<file path="config.mk">
export PLATFORM = sky130hd
export DESIGN_NAME = muldiv_unit
export DESIGN_NICKNAME = d
export VERILOG_FILES = /design/src/rtl/muldiv_pkg.sv /design/src/rtl/muldiv_step.sv /design/src/rtl/muldiv_unit.sv
export SDC_FILE = /design/constraint.sdc
export NUM_CORES = 1
export LEC_CHECK = 0
export ABC_AREA = 1
export CELL_PAD_IN_SITES_DETAIL_PLACEMENT = 2
export CELL_PAD_IN_SITES_GLOBAL_PLACEMENT = 2
export CORE_ASPECT_RATIO = 0.75
export CORE_UTILIZATION = 35
export CTS_BUF_LIST = sky130_fd_sc_hd__clkbuf_2
export DETAILED_ROUTE_END_ITERATION = 10
export PLACE_DENSITY_LB_ADDON = 0.12
export SYNTH_ARGS = -nofsm -noshare
export SYNTH_HDL_FRONTEND = slang
export SYNTH_SLANG_ARGS = --single-unit
</file>
<file path="constraint.sdc">
create_clock -name clk -period 5.6 [get_ports clk]
set_input_delay 1.12 -clock clk [delete_from_list [all_inputs] [get_ports clk]]
set_output_delay 1.12 -clock clk [all_outputs]
set_load 0.01 [all_outputs]
</file>
<file path="src/rtl/muldiv_pkg.sv">
// Shared encodings for the iterative multiply/divide unit: opcodes, FSM states, default width.
package muldiv_pkg;

   localparam int WIDTH_DEF = 32;

   localparam logic [1:0] OP_MULTU = 2'b00;
   localparam logic [1:0] OP_MULT  = 2'b01;
   localparam logic [1:0] OP_DIVU  = 2'b10;
   localparam logic [1:0] OP_DIV   = 2'b11;

   typedef enum logic [1:0] {
      S_IDLE,
      S_CALC,
      S_FIX
   } state_t;

   function automatic logic op_is_div(input logic [1:0] o);
      case (o)
         OP_MULTU, OP_MULT: return 1'b0;
         OP_DIVU, OP_DIV:   return 1'b1;
         default:           return 1'b0;
      endcase
   endfunction

   function automatic logic op_is_signed(input logic [1:0] o);
      case (o)
         OP_MULT, OP_DIV:   return 1'b1;
         OP_MULTU, OP_DIVU: return 1'b0;
         default:           return 1'b0;
      endcase
   endfunction

endpackage

</file>
<file path="src/rtl/muldiv_step.sv">
// One iteration of the multiply/divide datapath: a radix-2 shift-add step or a restoring-division step.
module muldiv_step
   import muldiv_pkg::*;
#(
   parameter int WIDTH = WIDTH_DEF
) (
   input  logic               is_div,
   input  logic [2*WIDTH-1:0] acc,
   input  logic [WIDTH-1:0]   opnd,
   output logic [2*WIDTH-1:0] acc_n
);

   logic [WIDTH:0]   sum;
   logic [WIDTH:0]   shifted;
   logic [WIDTH-1:0] diff;

   // acc = {upper, lower}: mult keeps {partial product, multiplier}; div keeps {remainder, dividend/quotient}
   always_comb begin
      sum     = {1'b0, acc[2*WIDTH-1:WIDTH]} + (acc[0] ? {1'b0, opnd} : {(WIDTH+1){1'b0}});
      shifted = {acc[2*WIDTH-1:WIDTH], acc[WIDTH-1]};
      diff    = shifted[WIDTH-1:0] - opnd;
      acc_n   = {sum, acc[WIDTH-1:1]};
      if (is_div) begin
         if (shifted >= {1'b0, opnd})
            acc_n = {diff, acc[WIDTH-2:0], 1'b1};
         else
            acc_n = {shifted[WIDTH-1:0], acc[WIDTH-2:0], 1'b0};
      end
   end

endmodule

</file>
<file path="src/rtl/muldiv_unit.sv">
// Iterative MULT/MULTU/DIV/DIVU unit owning the HI/LO registers; one result bit per cycle.
module muldiv_unit
   import muldiv_pkg::*;
#(
   parameter int WIDTH = WIDTH_DEF
) (
   input  logic             clk,
   input  logic             reset,
   input  logic             start,
   input  logic [1:0]       op,
   input  logic [WIDTH-1:0] a,
   input  logic [WIDTH-1:0] b,
   input  logic             hi_we,
   input  logic             lo_we,
   input  logic [WIDTH-1:0] wdata,
   output logic             busy,
   output logic             done,
   output logic [WIDTH-1:0] hi,
   output logic [WIDTH-1:0] lo
);

   localparam int CW = $clog2(WIDTH);

   state_t                  state, state_n;
   logic [CW-1:0]           cnt;
   logic                    div_r, neg_q, neg_r, divz;
   logic [2*WIDTH-1:0]      acc, acc_n;
   logic [WIDTH-1:0]        opnd;
   logic                    launch, sgn_op, div_op;
   logic signed [WIDTH-1:0] a_s, b_s;
   logic [WIDTH-1:0]        a_abs, b_abs;
   logic [2*WIDTH-1:0]      prod_fix;
   logic [WIDTH-1:0]        q_fix, r_fix;

   always_comb begin
      sgn_op = op_is_signed(op);
      div_op = op_is_div(op);
      a_s    = signed'(a);
      b_s    = signed'(b);
      a_abs  = (sgn_op && a_s < 0) ? -a_s : a_s;
      b_abs  = (sgn_op && b_s < 0) ? -b_s : b_s;
      launch = (state == S_IDLE) && start;
   end

   // Sign fixup; a zero divisor leaves |a| as remainder, so only the quotient needs overriding
   always_comb begin
      prod_fix = neg_q ? -acc : acc;
      q_fix    = divz ? {WIDTH{1'b1}} : (neg_q ? -acc[WIDTH-1:0] : acc[WIDTH-1:0]);
      r_fix    = neg_r ? -acc[2*WIDTH-1:WIDTH] : acc[2*WIDTH-1:WIDTH];
   end

   assign busy = (state != S_IDLE);

   muldiv_step #(.WIDTH(WIDTH)) u_step (
      .is_div (div_r),
      .acc    (acc),
      .opnd   (opnd),
      .acc_n  (acc_n)
   );

   always_ff @(posedge clk) begin
      if (reset)
         state <= S_IDLE;
      else
         state <= state_n;
   end

   always_comb begin
      state_n = state;
      case (state)
         S_IDLE:  if (start) state_n = S_CALC;
         S_CALC:  if (cnt == '0) state_n = S_FIX;
         S_FIX:   state_n = S_IDLE;
         default: state_n = S_IDLE;
      endcase
   end

   always_ff @(posedge clk) begin
      if (reset) begin
         cnt   <= '0;
         div_r <= 1'b0;
         neg_q <= 1'b0;
         neg_r <= 1'b0;
         divz  <= 1'b0;
         done  <= 1'b0;
      end else begin
         done <= (state == S_FIX);
         if (launch) begin
            cnt   <= CW'(WIDTH - 1);
            div_r <= div_op;
            neg_q <= sgn_op & (a[WIDTH-1] ^ b[WIDTH-1]);
            neg_r <= sgn_op & a[WIDTH-1];
            divz  <= div_op & (b == '0);
         end else if (state == S_CALC) begin
            cnt <= cnt - 1'b1;
         end
      end
   end

   always_ff @(posedge clk) begin
      if (launch) begin
         acc  <= div_op ? {{WIDTH{1'b0}}, a_abs} : {{WIDTH{1'b0}}, b_abs};
         opnd <= div_op ? b_abs : a_abs;
      end else if (state == S_CALC) begin
         acc <= acc_n;
      end
   end

   // HI/LO change only on FIX or on an idle-cycle MTHI/MTLO that is not pre-empted by start
   always_ff @(posedge clk) begin
      if (reset) begin
         hi <= '0;
         lo <= '0;
      end else if (state == S_FIX) begin
         if (div_r) begin
            lo <= q_fix;
            hi <= r_fix;
         end else begin
            {hi, lo} <= prod_fix;
         end
      end else if (state == S_IDLE && !start) begin
         if (hi_we) hi <= wdata;
         if (lo_we) lo <= wdata;
      end
   end

endmodule

</file>
==> results of run 1 <==
==> power groups by stage <==
| stage | Sequential, W | Clock [W] | Combinational [W] |
|---|---|---|---|
| 4_1_cts | 0.00208 | 0.000797 | 0.00398 |
| 3_3_place_gp | 0.00210 | 0 | 0.00377 |
| 5_1_grt | 0.00212 | 0.000839 | 0.00443 |
| 2_1_floorplan | 0.00184 | 0 | 0.00251 |
| 6_report | 0.00213 | 0.000799 | 0.00409 |
| 3_5_place_dp | 0.00211 | 0 | 0.00395 |
==> per-layer routing <==
metal | vias up | wire length, um | GRT usage [%] | part of all wire, %
met1 | 10452 | 42500 | 51.9 | 46
met3 | 85 | 8250 | 8.48 | 9.0
met4 | 2 | 1690 | 7.93 | 1.8
met5 | - | 13 | 0 | 0.014
met2 | 796 | 39000 | 53.5 | 43
li1 | 9489 | - | - | -
==> path summary, 6_finish.rpt <==
path,startpoint,end,slack (ns),cells past startpoint
setup / recovery,acc[53],acc[0],1.73,13
hold / removal,divz,divz,0.56,2
setup reg to reg,acc[53],acc[0],1.73,13
hold reg to reg,divz,divz,0.56,2
==> cell usage in the layout, fill, tap and decap left out, types with 32 or more instances in the layout <==
cell type / Yosys / final
sky130_fd_sc_hd__o21ai_0: 232 / 230
sky130_fd_sc_hd__edfxtp_1: 96 / 96
sky130_fd_sc_hd__a21oi_1: 211 / 211
sky130_fd_sc_hd__nor2_1: 294 / 290
sky130_fd_sc_hd__nand4_1: 57 / 57
sky130_fd_sc_hd__clkdlybuf4s50_1: 0 / 168
sky130_fd_sc_hd__nand2_1: 754 / 754
sky130_fd_sc_hd__nand3_1: 250 / 250
sky130_fd_sc_hd__dfxtp_1: 76 / 75
sky130_fd_sc_hd__a22oi_1: 32 / 32
sky130_fd_sc_hd__xor2_1: 57 / 57
sky130_fd_sc_hd__inv_1: 376 / 375
sky130_fd_sc_hd__ha_1: 70 / 70
==> kinds of logic (layout without fill, tap and decap cells) <==
| family | after synthesis | count (layout) | synth area share, % |
|---|---|---|---|
| buffers and inverters | 481 | 609 | 10.9 |
| flip-flops | 172 | 172 | 25.7 |
| other | 0 | 5 | 0 |
| adder cells (fa/ha/maj) | 72 | 72 | 5.34 |
| AND/OR/NAND/NOR | 1464 | 1464 | 37.0 |
| XOR/XNOR | 73 | 73 | 3.72 |
| AO/OA/AOI/OAI | 547 | 547 | 17.4 |
==> cell type report <==
class                           count  area, sq um
Clock inverter                     15          179
Clock buffer                       17         85.1
Fill cell                        5984        28200
Antenna cell                        5         12.5
Timing Repair Buffer              190         1850
Tap cell                          639          800
Sequential cell                   172         4410
Multi-Input combinational cell   2156        10900
Inverter                          387         1450
==> worst max-delay path, delay by kind of cell, from the launching register on <==
kind / cells / cell delay, ns
flip-flops: 1 / 0.73
AO/OA/AOI/OAI: 2 / 0.52
adder cells (fa/ha/maj): 1 / 0.49
AND/OR/NAND/NOR: 10 / 1.88
==> state kept, by name, indices dropped and copies added, names as in the netlist, 2 cells and up <==
register / count
state: 2
hi: 32
opnd: 32
lo: 32
cnt: 5
acc: 64
==> stage by stage <==
step / std cells / utilization [%] / total power [W]
floorplan: 2809 / - / 0.00436
CTS: 3576 / 41.1 / 0.00687
global route: 3577 / 41.1 / 0.00739
global placement: 3544 / 40.5 / 0.00587
finish: 3581 / 41.1 / 0.00701
detailed placement: 3544 / 40.5 / 0.00606
==> impl_metrics.xml, run 1 <==
<?xml version="1.0" encoding="UTF-8"?>
<metrics>
  <group name="clock_tree">
    <metric name="post_cts_resize_count" unit="">0</metric>
    <metric name="clock_tree.htree_level_count" unit="">4</metric>
    <metric name="clockBufferDepth" unit="">2</metric>
    <metric name="path_clk_slew" unit="ns">0.34</metric>
    <metric name="hold_buffers" unit="">0</metric>
    <metric name="clkSinkCount" unit="">172</metric>
    <metric name="postCtsSetupRepairBufs" unit="">0</metric>
    <metric name="worstSkewPairLatency" unit="ns">0.96</metric>
    <metric name="tritoncts" unit="">done</metric>
    <metric name="cell_chosen_for_the_clock_root" unit="">sky130_fd_sc_hd__clkbuf_2</metric>
    <metric name="cts_made_buffers" unit="">17</metric>
  </group>
  <group name="power_and_ir_drop">
    <metric name="pwr_density_cell" unit="nW/um^2">356</metric>
    <metric name="total_switching_power" unit="W">0.00396</metric>
    <metric name="power.combinational.fraction" unit="%">58.3</metric>
    <metric name="p_seq_share" unit="%">30.3</metric>
    <metric name="switching_share" unit="%">56.5</metric>
    <metric name="vdd.ir_drop.worst" unit="uV">204</metric>
    <metric name="clock_power_share" unit="%">11.4</metric>
    <metric name="power.leakage" unit="nW">9.01</metric>
    <metric name="power_report.internal_total" unit="W">0.00305</metric>
  </group>
  <group name="die">
    <metric name="core-area" unit="sq um">47900</metric>
    <metric name="floorplan.die.width" unit="um">258</metric>
    <metric name="i_o_pin_count" unit="">169</metric>
    <metric name="die_y" unit="um">194</metric>
    <metric name="initial_utilization" unit="%">35.8</metric>
    <metric name="row_count" unit="">69</metric>
    <metric name="floorplan.die_area" unit="sq um">49900</metric>
  </group>
  <group name="synth">
    <metric name="synth.top_cells.by_count" unit="">sky130_fd_sc_hd__nand2_1 (754), sky130_fd_sc_hd__inv_1 (376), sky130_fd_sc_hd__nor2_1 (294), sky130_fd_sc_hd__nand3_1 (250), sky130_fd_sc_hd__o21ai_0 (232)</metric>
    <metric name="ys_ff_latch" unit="">172</metric>
    <metric name="post-synth-top-area-fraction" unit="%">16.8</metric>
    <metric name="post_synth_num_cell_types" unit="">51</metric>
    <metric name="post_synthesis_instance_area" unit="sq um">17200</metric>
    <metric name="yosysWarningCount" unit="">0</metric>
    <metric name="yosysMostFrequentCell" unit="">sky130_fd_sc_hd__nand2_1</metric>
    <metric name="synth_area_per_cell" unit="sq um">6.11</metric>
    <metric name="synth.yosys.seq_area_share" unit="%">25.7</metric>
    <metric name="syn-num-nets" unit="">2984</metric>
    <metric name="yosys.area.top_type" unit="">sky130_fd_sc_hd__edfxtp_1</metric>
    <metric name="synth_top_cells_by_area" unit="">sky130_fd_sc_hd__edfxtp_1 (17%), sky130_fd_sc_hd__nand2_1 (16%), sky130_fd_sc_hd__dfxtp_1 (8.9%)</metric>
    <metric name="synth-edff-count" unit="">96</metric>
    <metric name="synthCells" unit="">2809</metric>
    <metric name="synth_ff_type" unit="">sky130_fd_sc_hd__edfxtp_1</metric>
    <metric name="synth_async_sr_flop_share" unit="%">0</metric>
  </group>
  <group name="detailed_routing">
    <metric name="antenna_violating_nets_post_route" unit="">0</metric>
    <metric name="drt_pass1_iterations" unit="">8</metric>
    <metric name="dr_total_vias" unit="">20824</metric>
    <metric name="post_drt_wl_per_cell" unit="um">25.5</metric>
    <metric name="detail_route.drc_violations" unit="">0</metric>
    <metric name="detail_route.wirelength" unit="um">91500</metric>
    <metric name="average_via_count_per_standard_cell" unit="">5.82</metric>
    <metric name="detailedRoute.firstIterationViolations" unit="">1591</metric>
  </group>
  <group name="global_routing">
    <metric name="grtUsageTotal" unit="%">35.9</metric>
    <metric name="initial_antenna_violation_count" unit="">3</metric>
    <metric name="grt_pass1_wl" unit="um">135000</metric>
    <metric name="via_count_of_the_first_global_routing_pass" unit="">21135</metric>
    <metric name="grt-ovfl-total" unit="">0</metric>
    <metric name="grt_start_max_net_pins" unit="">69</metric>
  </group>
  <group name="place">
    <metric name="place_ws" unit="ns">1.72</metric>
    <metric name="finalWeightedCongestion" unit="">0.968</metric>
    <metric name="hpwl" unit="um">75100</metric>
    <metric name="detailed_place.area" unit="sq um">19400</metric>
    <metric name="place.port_buffers" unit="">168</metric>
  </group>
  <group name="timing">
    <metric name="setup_total_negative_slack" unit="ns">0</metric>
    <metric name="final_setup_violation_count" unit="">0</metric>
    <metric name="clock-skew-final" unit="ns">0.0829</metric>
    <metric name="worstMarginPinSlew" unit="ns">1.18</metric>
    <metric name="max-slew-margin-rel" unit="%">20.9</metric>
    <metric name="final_hold_viol_count" unit="">0</metric>
    <metric name="worst_hold_slack" unit="ns">0.560</metric>
    <metric name="post-route-period-util" unit="%">69.2</metric>
    <metric name="rsz_0062_raised_after_global_routing" unit="">no</metric>
    <metric name="achievable-frequency" unit="GHz">0.258</metric>
    <metric name="final_max_slew_viol_count" unit="">0</metric>
    <metric name="final_min_period" unit="ns">3.87</metric>
    <metric name="setup_slack" unit="ns">1.73</metric>
  </group>
  <group name="setup_path">
    <metric name="cp_max_fo" unit="">33</metric>
    <metric name="worstPathArrival" unit="ns">4.63</metric>
    <metric name="crit_path_max_incr_delay" unit="ns">0.73</metric>
    <metric name="worstPathCellList" unit="">ha_1 -&gt; a21oi_1 -&gt; nor2_1 -&gt; nor2_1 -&gt; nand2_1 -&gt; nand2_1 -&gt; nand2_2 -&gt; nor2_8 -&gt; nand2_8 -&gt; nand2_2 -&gt; o21ai_0 -&gt; nand2_1 -&gt; nand2_1</metric>
    <metric name="cpMaxStageDelayCell" unit="">sky130_fd_sc_hd__edfxtp_1</metric>
    <metric name="timing.critical_path.to_type" unit="">register</metric>
    <metric name="crit_top_cell" unit="">sky130_fd_sc_hd__nand2_1</metric>
    <metric name="path_class" unit="">register to register</metric>
    <metric name="timing.critical_path.required" unit="ns">6.35</metric>
    <metric name="timing.critical_path.from_type" unit="">register</metric>
  </group>
  <group name="outcome">
    <metric name="outcome" unit="">finished clean</metric>
  </group>
  <group name="final_layout">
    <metric name="area_growth_syn_to_layout" unit="%">14.8</metric>
    <metric name="postLayoutCellArea" unit="sq um">19700</metric>
    <metric name="drive_above_1_share" unit="%">4.53</metric>
    <metric name="final_nets" unit="">3099</metric>
  </group>
  <group name="flow_run">
    <metric name="cap_viol_max_count" unit="">0</metric>
  </group>
  <group name="hold_path">
    <metric name="worst_hold_path_type" unit="">register to register</metric>
  </group>
</metrics>
Power figures use the tool's default switching activity.
==> inputs of run 2 (changes only) <==
--- a/config.mk
+++ b/config.mk
@@ -9,7 +9,7 @@
 export CELL_PAD_IN_SITES_DETAIL_PLACEMENT = 2
 export CELL_PAD_IN_SITES_GLOBAL_PLACEMENT = 2
 export CORE_ASPECT_RATIO = 0.75
-export CORE_UTILIZATION = 35
+export CORE_UTILIZATION = 32
 export CTS_BUF_LIST = sky130_fd_sc_hd__clkbuf_2
 export DETAILED_ROUTE_END_ITERATION = 10
 export PLACE_DENSITY_LB_ADDON = 0.12
==> constraint.sdc (replaced) <==
create_clock -name clk -period 3.6 [get_ports clk]
set_input_delay 0.72 -clock clk [delete_from_list [all_inputs] [get_ports clk]]
set_output_delay 0.72 -clock clk [all_outputs]
set_load 0.01 [all_outputs]
==> impl_metrics.xml, run 2 (synthesized netlist as in run 1, its figures left out) <==
<?xml version="1.0" encoding="UTF-8"?>
<metrics>
  <group name="setup_path">
    <metric name="cpMaxStageDelayCell" unit="">sky130_fd_sc_hd__edfxtp_1</metric>
    <metric name="kind_of_cell_adding_the_most_delay_to_the_critical_path" unit="">simple AND/OR/NAND/NOR gates</metric>
    <metric name="critical_path_cell_count" unit="">15</metric>
    <metric name="path_class" unit="">register to register</metric>
    <metric name="worstPathArrival" unit="ns">4.24</metric>
    <metric name="register_to_register_path_depth" unit="">15</metric>
    <metric name="path_buf_inv" unit="">2</metric>
    <metric name="cp_max_fo" unit="">15</metric>
    <metric name="timing.critical_path.required" unit="ns">4.49</metric>
    <metric name="timing.critical_path.to_type" unit="">register</metric>
    <metric name="timing.critical_path.from_type" unit="">register</metric>
    <metric name="crit_path_max_incr_delay" unit="ns">0.71</metric>
    <metric name="worstPathCellList" unit="">ha_1 -&gt; nand2_1 -&gt; inv_2 -&gt; nand2_1 -&gt; inv_2 -&gt; nand2_2 -&gt; nor2_4 -&gt; nand2_2 -&gt; nor2_4 -&gt; nor2_8 -&gt; nand2_8 -&gt; nand2_2 -&gt; o21ai_0 -&gt; nand3_1 -&gt; nand2_1</metric>
  </group>
  <group name="power_and_ir_drop">
    <metric name="total_switching_power" unit="W">0.00625</metric>
    <metric name="power_report.internal_total" unit="W">0.00499</metric>
    <metric name="switching_share" unit="%">55.6</metric>
    <metric name="pwr_density_cell" unit="nW/um^2">557</metric>
    <metric name="p_seq_share" unit="%">28.1</metric>
    <metric name="power.leakage" unit="nW">9.28</metric>
    <metric name="clock_power_share" unit="%">11.4</metric>
    <metric name="power.combinational.fraction" unit="%">60.5</metric>
    <metric name="vdd.ir_drop.worst" unit="uV">292</metric>
  </group>
  <group name="place">
    <metric name="place_ws" unit="ns">0.212</metric>
    <metric name="place.port_buffers" unit="">168</metric>
    <metric name="hpwl" unit="um">79600</metric>
    <metric name="dp.cells" unit="">3667</metric>
    <metric name="finalWeightedCongestion" unit="">0.988</metric>
    <metric name="detailed_place.area" unit="sq um">19900</metric>
  </group>
  <group name="die">
    <metric name="die_y" unit="um">203</metric>
    <metric name="floorplan.die.width" unit="um">269</metric>
    <metric name="row_count" unit="">73</metric>
    <metric name="i_o_pin_count" unit="">169</metric>
    <metric name="initial_utilization" unit="%">32.4</metric>
    <metric name="floorplan.die_area" unit="sq um">54600</metric>
    <metric name="core-area" unit="sq um">53000</metric>
  </group>
  <group name="timing">
    <metric name="setup_slack" unit="ns">0.249</metric>
    <metric name="post-route-period-util" unit="%">93.1</metric>
    <metric name="clock-skew-final" unit="ns">0.105</metric>
    <metric name="max-slew-margin-rel" unit="%">33.2</metric>
    <metric name="setup_total_negative_slack" unit="ns">0</metric>
    <metric name="final_min_period" unit="ns">3.35</metric>
    <metric name="rsz_0062_raised_after_global_routing" unit="">no</metric>
    <metric name="worst_hold_slack" unit="ns">0.254</metric>
    <metric name="worstMarginPinSlew" unit="ns">0.991</metric>
    <metric name="final_max_slew_viol_count" unit="">0</metric>
    <metric name="achievable-frequency" unit="GHz">0.298</metric>
    <metric name="final_hold_viol_count" unit="">0</metric>
    <metric name="final_setup_violation_count" unit="">0</metric>
  </group>
  <group name="clock_tree">
    <metric name="postCtsSetupRepairBufs" unit="">0</metric>
    <metric name="hold_buffers" unit="">0</metric>
    <metric name="cts_made_buffers" unit="">17</metric>
    <metric name="tritoncts" unit="">done</metric>
    <metric name="worstSkewPairLatency" unit="ns">1.11</metric>
    <metric name="path_clk_slew" unit="ns">0.37</metric>
    <metric name="clockBufferDepth" unit="">2</metric>
    <metric name="post_cts_resize_count" unit="">0</metric>
    <metric name="clock_tree.htree_level_count" unit="">4</metric>
    <metric name="cell_chosen_for_the_clock_root" unit="">sky130_fd_sc_hd__clkbuf_2</metric>
    <metric name="clkSinkCount" unit="">172</metric>
  </group>
  <group name="detailed_routing">
    <metric name="post_drt_wl_per_cell" unit="um">25.6</metric>
    <metric name="drt_pass1_iterations" unit="">5</metric>
    <metric name="antenna_violating_nets_post_route" unit="">0</metric>
    <metric name="detailedRoute.firstIterationViolations" unit="">1586</metric>
    <metric name="dr_total_vias" unit="">20808</metric>
    <metric name="detail_route.drc_violations" unit="">0</metric>
    <metric name="detail_route.wirelength" unit="um">94900</metric>
    <metric name="average_via_count_per_standard_cell" unit="">5.62</metric>
  </group>
  <group name="global_routing">
    <metric name="via_count_of_the_first_global_routing_pass" unit="">21383</metric>
    <metric name="grt_pass1_wl" unit="um">140000</metric>
    <metric name="grt-ovfl-total" unit="">0</metric>
    <metric name="grt_start_max_net_pins" unit="">65</metric>
    <metric name="grtUsageTotal" unit="%">34.3</metric>
    <metric name="initial_antenna_violation_count" unit="">6</metric>
  </group>
  <group name="final_layout">
    <metric name="drive_above_1_share" unit="%">6.13</metric>
    <metric name="layout.cells.most_common_list" unit="">sky130_fd_sc_hd__nand2_1 (754), sky130_fd_sc_hd__inv_1 (377), sky130_fd_sc_hd__nor2_1 (290), sky130_fd_sc_hd__nand3_1 (250), sky130_fd_sc_hd__o21ai_0 (230)</metric>
    <metric name="final_nets" unit="">3149</metric>
    <metric name="regMostFlops" unit="">acc</metric>
    <metric name="post_layout_nonfiller_instances" unit="">3701</metric>
    <metric name="layout_commonest_cell" unit="">sky130_fd_sc_hd__nand2_1</metric>
    <metric name="largest_reg_flops" unit="">64</metric>
    <metric name="postLayoutCellArea" unit="sq um">20200</metric>
    <metric name="area_growth_syn_to_layout" unit="%">17.6</metric>
  </group>
  <group name="outcome">
    <metric name="outcome" unit="">finished clean</metric>
  </group>
  <group name="flow_run">
    <metric name="cap_viol_max_count" unit="">0</metric>
  </group>
  <group name="hold_path">
    <metric name="worst_hold_path_type" unit="">primary input to register</metric>
    <metric name="min_delay_path_depth" unit="">3</metric>
  </group>
</metrics>
==> run 2: cell count changes in the layout (fill, tap and decap cells not counted), sizes merged <==
cell    previous run  this run
diode              5         2
clkinv             5         2
buf               22        72
clkbuf            17        19
bufinv             2         3
==> run 2: final cells by class <==
type                            instances  area [sq um]
Inverter                              387          1450
Antenna cell                            2          5.00
Fill cell                            6617         32800
Timing Repair Buffer                  240          2250
Clock buffer                           19          95.1
Multi-Input combinational cell       2156         10900
Tap cell                              712           891
Clock inverter                         13           164
Sequential cell                       172          4410
==> run 2: worst paths after layout <==
check                start       to  slack, ns
setup / recovery   acc[44]  acc[59]       0.25
hold / removal    wdata[5]    hi[5]       0.25
setup reg to reg   acc[44]  acc[59]       0.25
hold reg to reg       divz     divz       0.50
==> run 2: layer usage <==
metal / wire length, um / up-vias / global-route usage, %
met3: 5940 / 100 / 4.66
met2: 40100 / 633 / 51.7
met1: 46300 / 10496 / 50.2
met5: 0 / - / 0
li1: - / 9579 / -
met4: 2550 / 0 / 10.5
==> run 2: tightest hold or removal path, delay by kind of cell <==
family / cells / cell delay (ns)
AO/OA/AOI/OAI: 1 / 0.08
buffers and inverters: 1 / 0.40
AND/OR/NAND/NOR: 1 / 0.09
==> run 2: through the flow <==
stage          power (W)  utilization, %
6_report          0.0112            38.1
4_1_cts           0.0111            38.1
3_5_place_dp     0.00978            37.6
2_1_floorplan    0.00677               -
5_1_grt           0.0119            38.1
3_3_place_gp     0.00953            37.6
==> run 2: power by group through the flow <==
| stage | sequential (W) | combinational, W | clock [W] |
|---|---|---|---|
| after floorplan | 0.00287 | 0.00391 | 0 |
| after global placement | 0.00314 | 0.00639 | 0 |
| after detailed placement | 0.00315 | 0.00662 | 0 |
| after CTS | 0.00311 | 0.00667 | 0.00130 |
| after global routing | 0.00316 | 0.00734 | 0.00136 |
| final | 0.00315 | 0.00680 | 0.00129 |
==> inputs of run 3 (changes only) <==
--- a/config.mk
+++ b/config.mk
@@ -9,7 +9,7 @@
 export CELL_PAD_IN_SITES_DETAIL_PLACEMENT = 2
 export CELL_PAD_IN_SITES_GLOBAL_PLACEMENT = 2
 export CORE_ASPECT_RATIO = 0.75
-export CORE_UTILIZATION = 32
+export CORE_UTILIZATION = 30
 export CTS_BUF_LIST = sky130_fd_sc_hd__clkbuf_2
 export DETAILED_ROUTE_END_ITERATION = 10
 export PLACE_DENSITY_LB_ADDON = 0.12
==> impl_metrics.xml, run 3 (synthesized netlist as in run 1, its figures left out) <==
<?xml version="1.0" encoding="UTF-8"?>
<metrics>
  <group name="outcome">
    <metric name="outcome" unit="">finished clean</metric>
  </group>
  <group name="detailed_routing">
    <metric name="detailedRoute.firstIterationViolations" unit="">1503</metric>
    <metric name="antenna_violating_nets_post_route" unit="">0</metric>
    <metric name="detail_route.wirelength" unit="um">95000</metric>
    <metric name="detail_route.drc_violations" unit="">0</metric>
    <metric name="average_via_count_per_standard_cell" unit="">5.59</metric>
    <metric name="post_drt_wl_per_cell" unit="um">25.6</metric>
    <metric name="dr_total_vias" unit="">20725</metric>
    <metric name="drt_pass1_iterations" unit="">5</metric>
  </group>
  <group name="setup_path">
    <metric name="cpMaxStageDelayCell" unit="">sky130_fd_sc_hd__o21ai_0</metric>
    <metric name="timing.critical_path.required" unit="ns">4.44</metric>
    <metric name="worstPathCellList" unit="">ha_1 -&gt; fa_1 -&gt; nand3_1 -&gt; nand2_1 -&gt; a21oi_1 -&gt; o21ai_0 -&gt; nand3_1 -&gt; nand2_1 -&gt; nand2_1 -&gt; nand3_1 -&gt; nand2_1</metric>
    <metric name="worstPathArrival" unit="ns">4.19</metric>
    <metric name="timing.critical_path.from_type" unit="">register</metric>
    <metric name="path_class" unit="">register to register</metric>
    <metric name="cp_max_fo" unit="">5</metric>
    <metric name="crit_top_cell" unit="">sky130_fd_sc_hd__nand2_1</metric>
    <metric name="crit_path_max_incr_delay" unit="ns">0.78</metric>
    <metric name="kind_of_cell_adding_the_most_delay_to_the_critical_path" unit="">compound AO/OA/AOI/OAI gates</metric>
    <metric name="timing.critical_path.to_type" unit="">register</metric>
    <metric name="path_buf_inv" unit="">0</metric>
  </group>
  <group name="final_layout">
    <metric name="area_growth_syn_to_layout" unit="%">17.0</metric>
    <metric name="largest_reg_flops" unit="">64</metric>
    <metric name="regMostFlops" unit="">acc</metric>
    <metric name="drive_above_1_share" unit="%">5.69</metric>
    <metric name="layout_commonest_cell" unit="">sky130_fd_sc_hd__nand2_1</metric>
    <metric name="postLayoutCellArea" unit="sq um">20100</metric>
    <metric name="layout.cells.most_common_list" unit="">sky130_fd_sc_hd__nand2_1 (754), sky130_fd_sc_hd__inv_1 (375), sky130_fd_sc_hd__nor2_1 (290), sky130_fd_sc_hd__nand3_1 (250), sky130_fd_sc_hd__o21ai_0 (230)</metric>
    <metric name="final_nets" unit="">3134</metric>
    <metric name="utilization_after_layout" unit="%">35.7</metric>
  </group>
  <group name="timing">
    <metric name="clock-skew-final" unit="ns">0.0627</metric>
    <metric name="max-slew-margin-rel" unit="%">33.7</metric>
    <metric name="final_max_slew_viol_count" unit="">0</metric>
    <metric name="final_setup_violation_count" unit="">0</metric>
    <metric name="final_hold_viol_count" unit="">0</metric>
    <metric name="worst_hold_slack" unit="ns">0.261</metric>
    <metric name="setup_total_negative_slack" unit="ns">0</metric>
    <metric name="worstMarginPinSlew" unit="ns">0.984</metric>
    <metric name="rsz_0062_raised_after_global_routing" unit="">no</metric>
    <metric name="achievable-frequency" unit="GHz">0.298</metric>
    <metric name="final_min_period" unit="ns">3.35</metric>
    <metric name="post-route-period-util" unit="%">93.1</metric>
  </group>
  <group name="clock_tree">
    <metric name="worstSkewPairLatency" unit="ns">1.06</metric>
    <metric name="postCtsSetupRepairBufs" unit="">0</metric>
    <metric name="clkSinkCount" unit="">172</metric>
    <metric name="path_clk_slew" unit="ns">0.30</metric>
    <metric name="clock_tree.htree_level_count" unit="">4</metric>
    <metric name="clockBufferDepth" unit="">2</metric>
    <metric name="cts_made_buffers" unit="">17</metric>
    <metric name="post_cts_resize_count" unit="">0</metric>
    <metric name="tritoncts" unit="">done</metric>
    <metric name="hold_buffers" unit="">0</metric>
    <metric name="cell_chosen_for_the_clock_root" unit="">sky130_fd_sc_hd__clkbuf_2</metric>
  </group>
  <group name="power_and_ir_drop">
    <metric name="power.leakage" unit="nW">9.18</metric>
    <metric name="vdd.ir_drop.worst" unit="uV">241</metric>
    <metric name="pwr_density_cell" unit="nW/um^2">550</metric>
  </group>
  <group name="flow_run">
    <metric name="cap_viol_max_count" unit="">0</metric>
  </group>
  <group name="die">
    <metric name="core-area" unit="sq um">56200</metric>
    <metric name="i_o_pin_count" unit="">169</metric>
    <metric name="floorplan.die.width" unit="um">278</metric>
    <metric name="die_y" unit="um">209</metric>
    <metric name="floorplan.die_area" unit="sq um">58200</metric>
    <metric name="initial_utilization" unit="%">30.5</metric>
    <metric name="row_count" unit="">75</metric>
  </group>
  <group name="place">
    <metric name="place.port_buffers" unit="">168</metric>
    <metric name="finalWeightedCongestion" unit="">0.951</metric>
    <metric name="hpwl" unit="um">79100</metric>
    <metric name="detailed_place.area" unit="sq um">19800</metric>
  </group>
  <group name="global_routing">
    <metric name="grt_pass1_wl" unit="um">138000</metric>
    <metric name="via_count_of_the_first_global_routing_pass" unit="">20995</metric>
    <metric name="initial_antenna_violation_count" unit="">4</metric>
    <metric name="grt-ovfl-total" unit="">0</metric>
    <metric name="grt_start_max_net_pins" unit="">70</metric>
    <metric name="grtUsageTotal" unit="%">32.0</metric>
  </group>
  <group name="hold_path">
    <metric name="worst_hold_path_type" unit="">primary input to register</metric>
  </group>
</metrics>
[run 3: layout make-up]
cell class | count | area [sq um]
timing repair buffer | 225 | 2150
fill | 6976 | 36100
tap | 731 | 915
antenna | 2 | 5.00
clock inverter | 15 | 139
multi-input combinational | 2156 | 10900
clock buffer | 17 | 85.1
sequential | 172 | 4410
inverter | 387 | 1450
[run 3: path summary, 6_finish.rpt]
check	start	endpoint	slack, ns	depth (start not counted)
min reg2reg	divz	divz	0.54	2
min	wdata[5]	hi[5]	0.26	3
max	acc[32]	acc[57]	0.25	11
max reg2reg	acc[32]	acc[57]	0.25	11
[run 3: metal layers]
layer  GRT usage, %  wire length, um
met1           46.8            45700
met2           47.6            39800
met3           5.75             7170
met4           9.28             2300
met5              0                0
[run 3: metrics by stage]
step           power (W)  setup WS [ns]  std cells
6_report          0.0111          0.247       3705
5_1_grt           0.0117          0.108       3704
4_1_cts           0.0109          0.378       3703
3_5_place_dp     0.00969          0.382       3671
3_3_place_gp     0.00946          0.432       3671
2_1_floorplan    0.00677          0.328       2809
[run 3: worst register-to-register path: cells and delay by family, from the launching register on]
kind,cells,cell delay (ns)
adder cells (fa/ha/maj),2,0.74
AND/OR/NAND/NOR,7,0.89
flip-flops,1,0.64
AO/OA/AOI/OAI,2,0.90
[run 3: power breakdown]
group / switching (W) / internal [W] / leakage, nW / total, W
logic: 0.00475 / 0.00202 / 7.45 / 0.00677
registers: 0.000590 / 0.00252 / 1.58 / 0.00311
clock network: 0.000909 / 0.000271 / 0.145 / 0.00118
